==> config.mk <==
export PLATFORM = sky130hd
export DESIGN_NAME = smag_mul
export DESIGN_NICKNAME = d
export VERILOG_FILES = /design/src/rtl/smag_mul.sv
export SDC_FILE = /design/constraint.sdc
export NUM_CORES = 1
export LEC_CHECK = 0
export ABC_AREA = 1
export CORE_MARGIN = 1
export CORE_UTILIZATION = 48
export CTS_CLUSTER_DIAMETER = 50
export CTS_CLUSTER_SIZE = 40
export DETAILED_ROUTE_END_ITERATION = 7
export GPL_TIMING_DRIVEN = 0
export PLACE_DENSITY = 0.67
export RECOVER_POWER = 25
export SLEW_MARGIN = 20
export SYNTH_ARGS = -nofsm -noshare
export SYNTH_HDL_FRONTEND = slang
export SYNTH_SLANG_ARGS = --single-unit
==> constraint.sdc <==
create_clock -name clk -period 4.4 [get_ports clk]
set_input_delay 0.44 -clock clk [delete_from_list [all_inputs] [get_ports clk]]
set_output_delay 0.44 -clock clk [all_outputs]
set_load 0.01 [all_outputs]
==> src/rtl/smag_mul.sv <==
// rtl/smag_mul.sv - sequential shift-add sign-magnitude fixed-point multiplier
module smag_mul #(
    parameter int BIT_DEPTH = 32,
    parameter int FRAC_BITS = 16
) (
    input  logic                 clk,
    input  logic                 nrst,
    input  logic                 in_valid,
    output logic                 in_ready,
    input  logic [BIT_DEPTH-1:0] a,
    input  logic [BIT_DEPTH-1:0] b,
    output logic                 out_valid,
    input  logic                 out_ready,
    output logic [BIT_DEPTH-1:0] product,
    output logic                 overflow
);

    localparam int MW    = BIT_DEPTH - 1;
    localparam int ACC_W = 2 * MW;
    localparam int CW    = $clog2(MW);
    localparam logic [CW-1:0] LAST_CNT = CW'(MW - 1);

    typedef enum logic [1:0] {IDLE, BUSY, DONE} state_t;

    state_t               state_q, state_d;
    logic [MW-1:0]        mcand_q, mcand_d;
    logic [MW-1:0]        mlt_q, mlt_d;
    logic                 sign_q, sign_d;
    logic [ACC_W-1:0]     acc_q, acc_d;
    logic [CW-1:0]        cnt_q, cnt_d;
    logic [BIT_DEPTH-1:0] product_q, product_d;
    logic                 overflow_q, overflow_d;

    logic [ACC_W-1:0]     addend;
    logic [ACC_W-1:0]     acc_sum;
    logic                 sat;
    logic [MW-1:0]        mag;
    logic [BIT_DEPTH-1:0] final_prod;

    assign in_ready  = (state_q == IDLE);
    assign out_valid = (state_q == DONE);
    assign product   = product_q;
    assign overflow  = overflow_q;

    // Next-state logic: accept operands, one shift-add step per BUSY cycle,
    // finalise on the last step from the already-updated accumulator sum.
    always_comb begin
        state_d    = state_q;
        mcand_d    = mcand_q;
        mlt_d      = mlt_q;
        sign_d     = sign_q;
        acc_d      = acc_q;
        cnt_d      = cnt_q;
        product_d  = product_q;
        overflow_d = overflow_q;

        addend  = mlt_q[0] ? ({{MW{1'b0}}, mcand_q} << cnt_q) : '0;
        acc_sum = acc_q + addend;

        // Anything at or above FRAC_BITS+MW cannot fit in the magnitude field.
        sat        = |(acc_sum >> (FRAC_BITS + MW));
        mag        = sat ? {MW{1'b1}} : acc_sum[FRAC_BITS +: MW];
        // A zero magnitude always leaves as +0, whatever the operand signs.
        final_prod = (mag == '0) ? '0 : {sign_q, mag};

        case (state_q)
            IDLE: begin
                if (in_valid) begin
                    mcand_d = a[MW-1:0];
                    mlt_d   = b[MW-1:0];
                    sign_d  = a[BIT_DEPTH-1] ^ b[BIT_DEPTH-1];
                    acc_d   = '0;
                    cnt_d   = '0;
                    state_d = BUSY;
                end
            end
            BUSY: begin
                acc_d = acc_sum;
                mlt_d = mlt_q >> 1;
                cnt_d = cnt_q + CW'(1);
                if (cnt_q == LAST_CNT) begin
                    product_d  = final_prod;
                    overflow_d = sat;
                    state_d    = DONE;
                end
            end
            DONE: begin
                if (out_ready) begin
                    state_d = IDLE;
                end
            end
            default: state_d = IDLE;
        endcase
    end

    // State and datapath registers; reset discards any operation in flight.
    always_ff @(posedge clk or negedge nrst) begin
        if (!nrst) begin
            state_q    <= IDLE;
            mcand_q    <= '0;
            mlt_q      <= '0;
            sign_q     <= 1'b0;
            acc_q      <= '0;
            cnt_q      <= '0;
            product_q  <= '0;
            overflow_q <= 1'b0;
        end else begin
            state_q    <= state_d;
            mcand_q    <= mcand_d;
            mlt_q      <= mlt_d;
            sign_q     <= sign_d;
            acc_q      <= acc_d;
            cnt_q      <= cnt_d;
            product_q  <= product_d;
            overflow_q <= overflow_d;
        end
    end

endmodule
# Yosys cells after proc, flatten, opt, wreduce, memory -nomap -nowiden
# Cells that the tools add are included.
[totals]
register_bits = 165
in_bits = 68
out_inout_bits = 35
elab_cells = 39
[op_classes]
addsub = 2
eq_ne = 6
shift = 1
mux = 13
bitwise_logic = 1
reduce_logical = 8
[op_table]
columns = ["cell", "n"]
rows = [
  ["two-way mux 62 bit", 2],
  ["case mux 62 bit (2 select lines)", 1],
  ["adder 62 bit", 1],
  ["two-way mux 31 bit", 2],
  ["case mux 31 bit (2 select lines)", 1],
  ["<< shifter 31 x 5 -> 62 bit", 1],
  ["two-way mux 32 bit", 1],
  ["logical NOT 31 bit", 1],
  ["OR reduction 15 bit", 1],
  ["case mux 5 bit (2 select lines)", 1],
  ["two-way mux 2 bit", 3],
  ["case mux 2 bit (3 select lines)", 1],
  ["AND reduction 2 bit", 3],
  ["adder 5 x 1 -> 5 bit, second input constant", 1],
  ["== test 5 bit, second input constant", 1],
  ["two-way mux 5 bit", 1],
  ["!= test 2 bit, second input constant", 2],
  ["AND reduction 3 bit", 1],
  ["== test 2 x 1 -> 1 bit, second input constant", 1],
  ["== test 2 bit, second input constant", 1],
  ["logical NOT 2 bit", 1],
  ["!= test 2 x 1 -> 1 bit, second input constant", 1],
  ["nonzero test 2 bit", 1],
  ["bitwise XOR 1 bit", 1],
]

# Depth between registers and ports, before layout
[depth]
word_depth = 7
depth_mapped = 32
mapped_depth_nobuf = 31

# Worst setup path before layout
# OpenSTA, ideal clock, no wires.
[synth_path]
path_type = "register to register"
from = "register cnt_q[0]"
to = "register product_q[8], in the netlist product[8]"
setup_time_ns = 0.120
t_arrival_ns = 3.500
required_ns = 4.280
setup_slack_ns = 0.780
path_stages_with_launch = 31
n_path_buf = 3
synth_period_minus_slack_ns = 3.620
cell_sequence = "dfrtp_1 clkbuf_1 clkbuf_1 nand2_1 nand3_1 nand2_1 o21ai_0 inv_1 nand2_1 o21ai_0 o22ai_1 ha_1 nand2_2 inv_1 nand2_1 nand2_1 inv_1 nand2_1 nand2_1 nand2_1 a21oi_1 nand3b_1 nand2_1 nand2_1 nor2_1 nand2_2 nor2_8 inv_4 buf_6 o21ai_1 nand2_1"
[synth_via]
elab_chain_len = 7
elab_cells_between_ends = 9
cone_classes = "add/sub (1); eq/ne (1); shift (1); mux (3); reduce/logical (3)"
[synth_lines]
columns = ["item", "line", "text"]
rows = [
  ["start, declared", "30", "logic [CW-1:0] cnt_q, cnt_d;"],
  ["start signal, assigned", "113", "cnt_q <= cnt_d;"],
  ["<< shifter 31 x 5 -> 62 bit", "57", "addend = mlt_q[0] ? ({{MW{1'b0}}, mcand_q} << cnt_q) : '0;"],
  ["two-way mux 62 bit", "57", ""],
  ["adder 62 bit", "58", "acc_sum = acc_q + addend;"],
  ["OR reduction 15 bit", "61", "sat = |(acc_sum >> (FRAC_BITS + MW));"],
  ["two-way mux 31 bit", "62", "mag = sat ? {MW{1'b1}} : acc_sum[FRAC_BITS +: MW];"],
  ["logical NOT 31 bit", "64", "final_prod = (mag == '0) ? '0 : {sign_q, mag};"],
  ["two-way mux 32 bit", "64", ""],
  ["end signal, assigned", "114", "product_q <= product_d;"],
  ["end, declared", "31", "logic [BIT_DEPTH-1:0] product_q, product_d;"],
]
# Parallel ways exist; a longest one is shown, timed or not.
# A chain may end at the register's enable or synchronous reset.

# Worst setup path after layout
[layout_path]
from = "register cnt_q[0]"
to = "register product_q[23], in the netlist product[23]"
# Same word-level chain as after synthesis.

==> impl_metrics.csv <==
group,metric,value,unit
final_layout,drive_gt1_frac,0.160,
yosys,yosys.cell_count.top_type,"nand2_1",
yosys,synth_ff_type,"dfrtp_1",
final_layout,fin_util,0.615,
yosys,synth_cells,2314,
final_layout,fill_cells,2808,
setup_path,cp-end-kind,"flip-flop",
yosys,synth_warnings,0,
die,die_area,29800,sq um
setup_path,path_class,"reg -> reg",
final_layout,design_area,17700,sq um
outcome,status,"complete, but fails checks",
yosys,yosysSeqAreaShare,0.296,
clock_network,clkTransAtPathRegs,0.07,ns
yosys,synth.distinct_cells,45,
setup_path,critPathSlowestCell,"dfrtp_2",
clock_network,clock_latency,0.45,ns
sta,skew,0.0226,ns
final_layout,synthToLayoutAreaGrowth,26.4,%
sta,final-hold-violation-count,0,
final_layout,stdcell_count,2871,
final_layout,n_antenna_cell,0,
placed_design,post-dp-hpwl,42900,um
placed_design,placed_cells,2801,
hold_path,hp-class,"reg -> reg",
setup_path,start_kind,"flip-flop",
global_routing,grt_max_degree,98,
global_routing,grt_pass1_vias,14700,
die,die_h,173,um
placed_design,place.gp.congestion,1.05,
placed_design,post_dp_cell_area,15500,sq um
yosys,synth_edf_count,0,
setup_path,required,4.73,ns
clock_network,cts_sinks,165,
yosys,synthTopCellsByCount,"nand2_1, inv_1, dfrtp_1",
detailed_routing,num_vias,15600,
detailed_routing,viasPerCell,5.43,
sta,setup_tns,0,ns
setup_path,crit_top_cell,"nand2_1",
global_routing,grt_pass1_wl,83200,um
sta,fmax,0.229,GHz
die,num_io_pins,103,
detailed_routing,drcViolationCount,0,
die,die_x,173,um
yosys,synth.area.top_cells,"dfrtp_1, nand2_1, inv_1, ha_1, o21ai_0",
clock_network,root_buffer,"clkbuf_16",
clock_network,clockBufferDepth,2,
clock_network,htreeDepth,4,
yosys,synth_seq_cells,165,
setup_path,critPathMaxStageDelay,0.46,ns
sta,setup_viol,0,
die,fp-row-count,62,
detailed_routing,drt-initial-drc-count,1728,
yosys,yosysTopAreaCellShare,0.296,
sta,max_slew_margin,-0.385,
yosys,synthesis.area,14000,sq um
sta,fin_crit_sh,0.993,
clock_network,cts_tree,"yes",
global_routing,overflow,0,
sta,rsz0062_at_grt,"true",
global_routing,groute.usage.overall,0.362,
placed_design,portBuffers,102,
setup_path,cp_max_fo,10,
yosys,synth_nets,2446,
yosys,synthArstFlopShare,1.00,
yosys,yosysTopAreaCell,"dfrtp_1",
detailed_routing,ant_nets,0,
detailed_routing,drt-pass1-iter-count,5,
final_layout,nets,2606,
run,cap_viol_max_count,1,
sta,drv_slew,70,
clock_network,cts_buffers,17,
global_routing,antenna_found_initial,0,
sta,tightest_slew,2.08,ns
detailed_routing,wirelength,53900,um
yosys,avgSynthCellArea,6.04,sq um
sta,period_minus_slack,4.37,ns
die,start_util,0.487,
outcome,violations,"max-capacitance violations, max-slew violations",
setup_path,cp.arrival,4.69,ns
die,core_area,28700,sq um
detailed_routing,wl_per_cell,18.8,um
[state kept, by name, summed over array words and instances, names as in the netlist]
| name | count |
|---|---|
| mlt_q | 31 |
| state_q | 2 |
| overflow | 1 |
| cnt_q | 5 |
| sign_q | 1 |
| mcand_q | 31 |
| product | 32 |
| acc_q | 62 |
[path summary, 6_finish.rpt]
check | from | to | slack [ns] | cells past startpoint
worst max-delay path | cnt_q[0] | product[23] | 0.03 | 28
min in group asynchronous | nrst | acc_q[59] | 1.08 | 2
worst min register to register | product[18] | product[18] | 0.49 | 2
max in group asynchronous | nrst | cnt_q[0] | 0.83 | 3
worst max register to register | cnt_q[0] | product[23] | 0.03 | 28
worst min-delay path | product[18] | product[18] | 0.49 | 2
[metrics by stage]
step | setup slack (ns) | hold WS (ns)
6_report | 0.0319 | 0.486
5_1_grt | -0.144 | 0.507
4_1_cts | 0.000397 | 0.487
3_5_place_dp | -0.917 | 0.465
3_3_place_gp | -4.31 | 0.463
2_1_floorplan | 0.780 | 0.144
[cell type report]
type	instances	area (sq um)	share of cell area
multi-input combinational	1712	9380	0.531
sequential	165	4130	0.234
timing repair buffer	142	1330	0.0754
clock inverter	10	133	0.00751
buffer	70	343	0.0194
inverter	366	1390	0.0785
clock buffer	22	474	0.0269
tap	384	480	0.0272
[layout by cell type, fill, tap and decap left out, drive strengths merged, types with 2 or more instances in the layout]
cell,Yosys,layout
a21oi,71,71
a22o,10,10
a22oi,4,4
a31oi,7,7
a32o,4,4
and2,4,4
buf,11,53
bufinv,0,2
clkbuf,60,79
clkdlybuf4s50,0,101
clkinv,6,5
clkinvlp,0,3
dfrtp,165,165
ha,63,63
inv,360,366
mux2,4,4
mux2i,5,5
nand2,973,973
nand3,111,111
nand3b,6,6
nand4,16,16
nor2,167,167
nor3,12,12
nor4,2,2
o21ai,150,150
o21bai,2,2
o22ai,54,54
o31ai,2,2
or2,6,6
xnor2,22,22
xor2,12,12
[cell families after synthesis]
group                      Yosys count  share of synthesized area
and+or+nand+nor                   1299                      0.379
adders and majority gates           64                     0.0579
buffers and inverters              437                      0.118
AOI/OAI and AO/OA                  306                      0.121
muxes                                9                    0.00681
xor gates and xnor gates            34                     0.0213
DFF                                165                      0.296
[worst max-delay path: cells and delay by family, from the launching register on]
kind,cells,cell delay (ns)
buf+inv,5,0.55
compound gates,5,0.95
fa+ha+maj,1,0.45
flops,1,0.46
simple gates,17,1.84
[per-layer routing]
layer,GRT usage,vias up,part of all wire
li1,-,7557,-
met1,0.520,7289,0.45
met2,0.557,637,0.43
met3,0.0618,99,0.083
met4,0.108,0,0.028
met5,0,-,0
[repair_timing]
item | 4_1_cts | 5_1_grt
pin swaps | 41 | 40
resized for setup | 186 | 197
buffers inserted | 25 | 13
endpoints found under the hold margin | 13 | 0
setup endpoints to repair | 38 | 33
hold buffers | 1 | 0
Power is left out: the tool's default activity adds up to more than one toggle a clock period on the data nets, which glitch-free logic cannot reach.
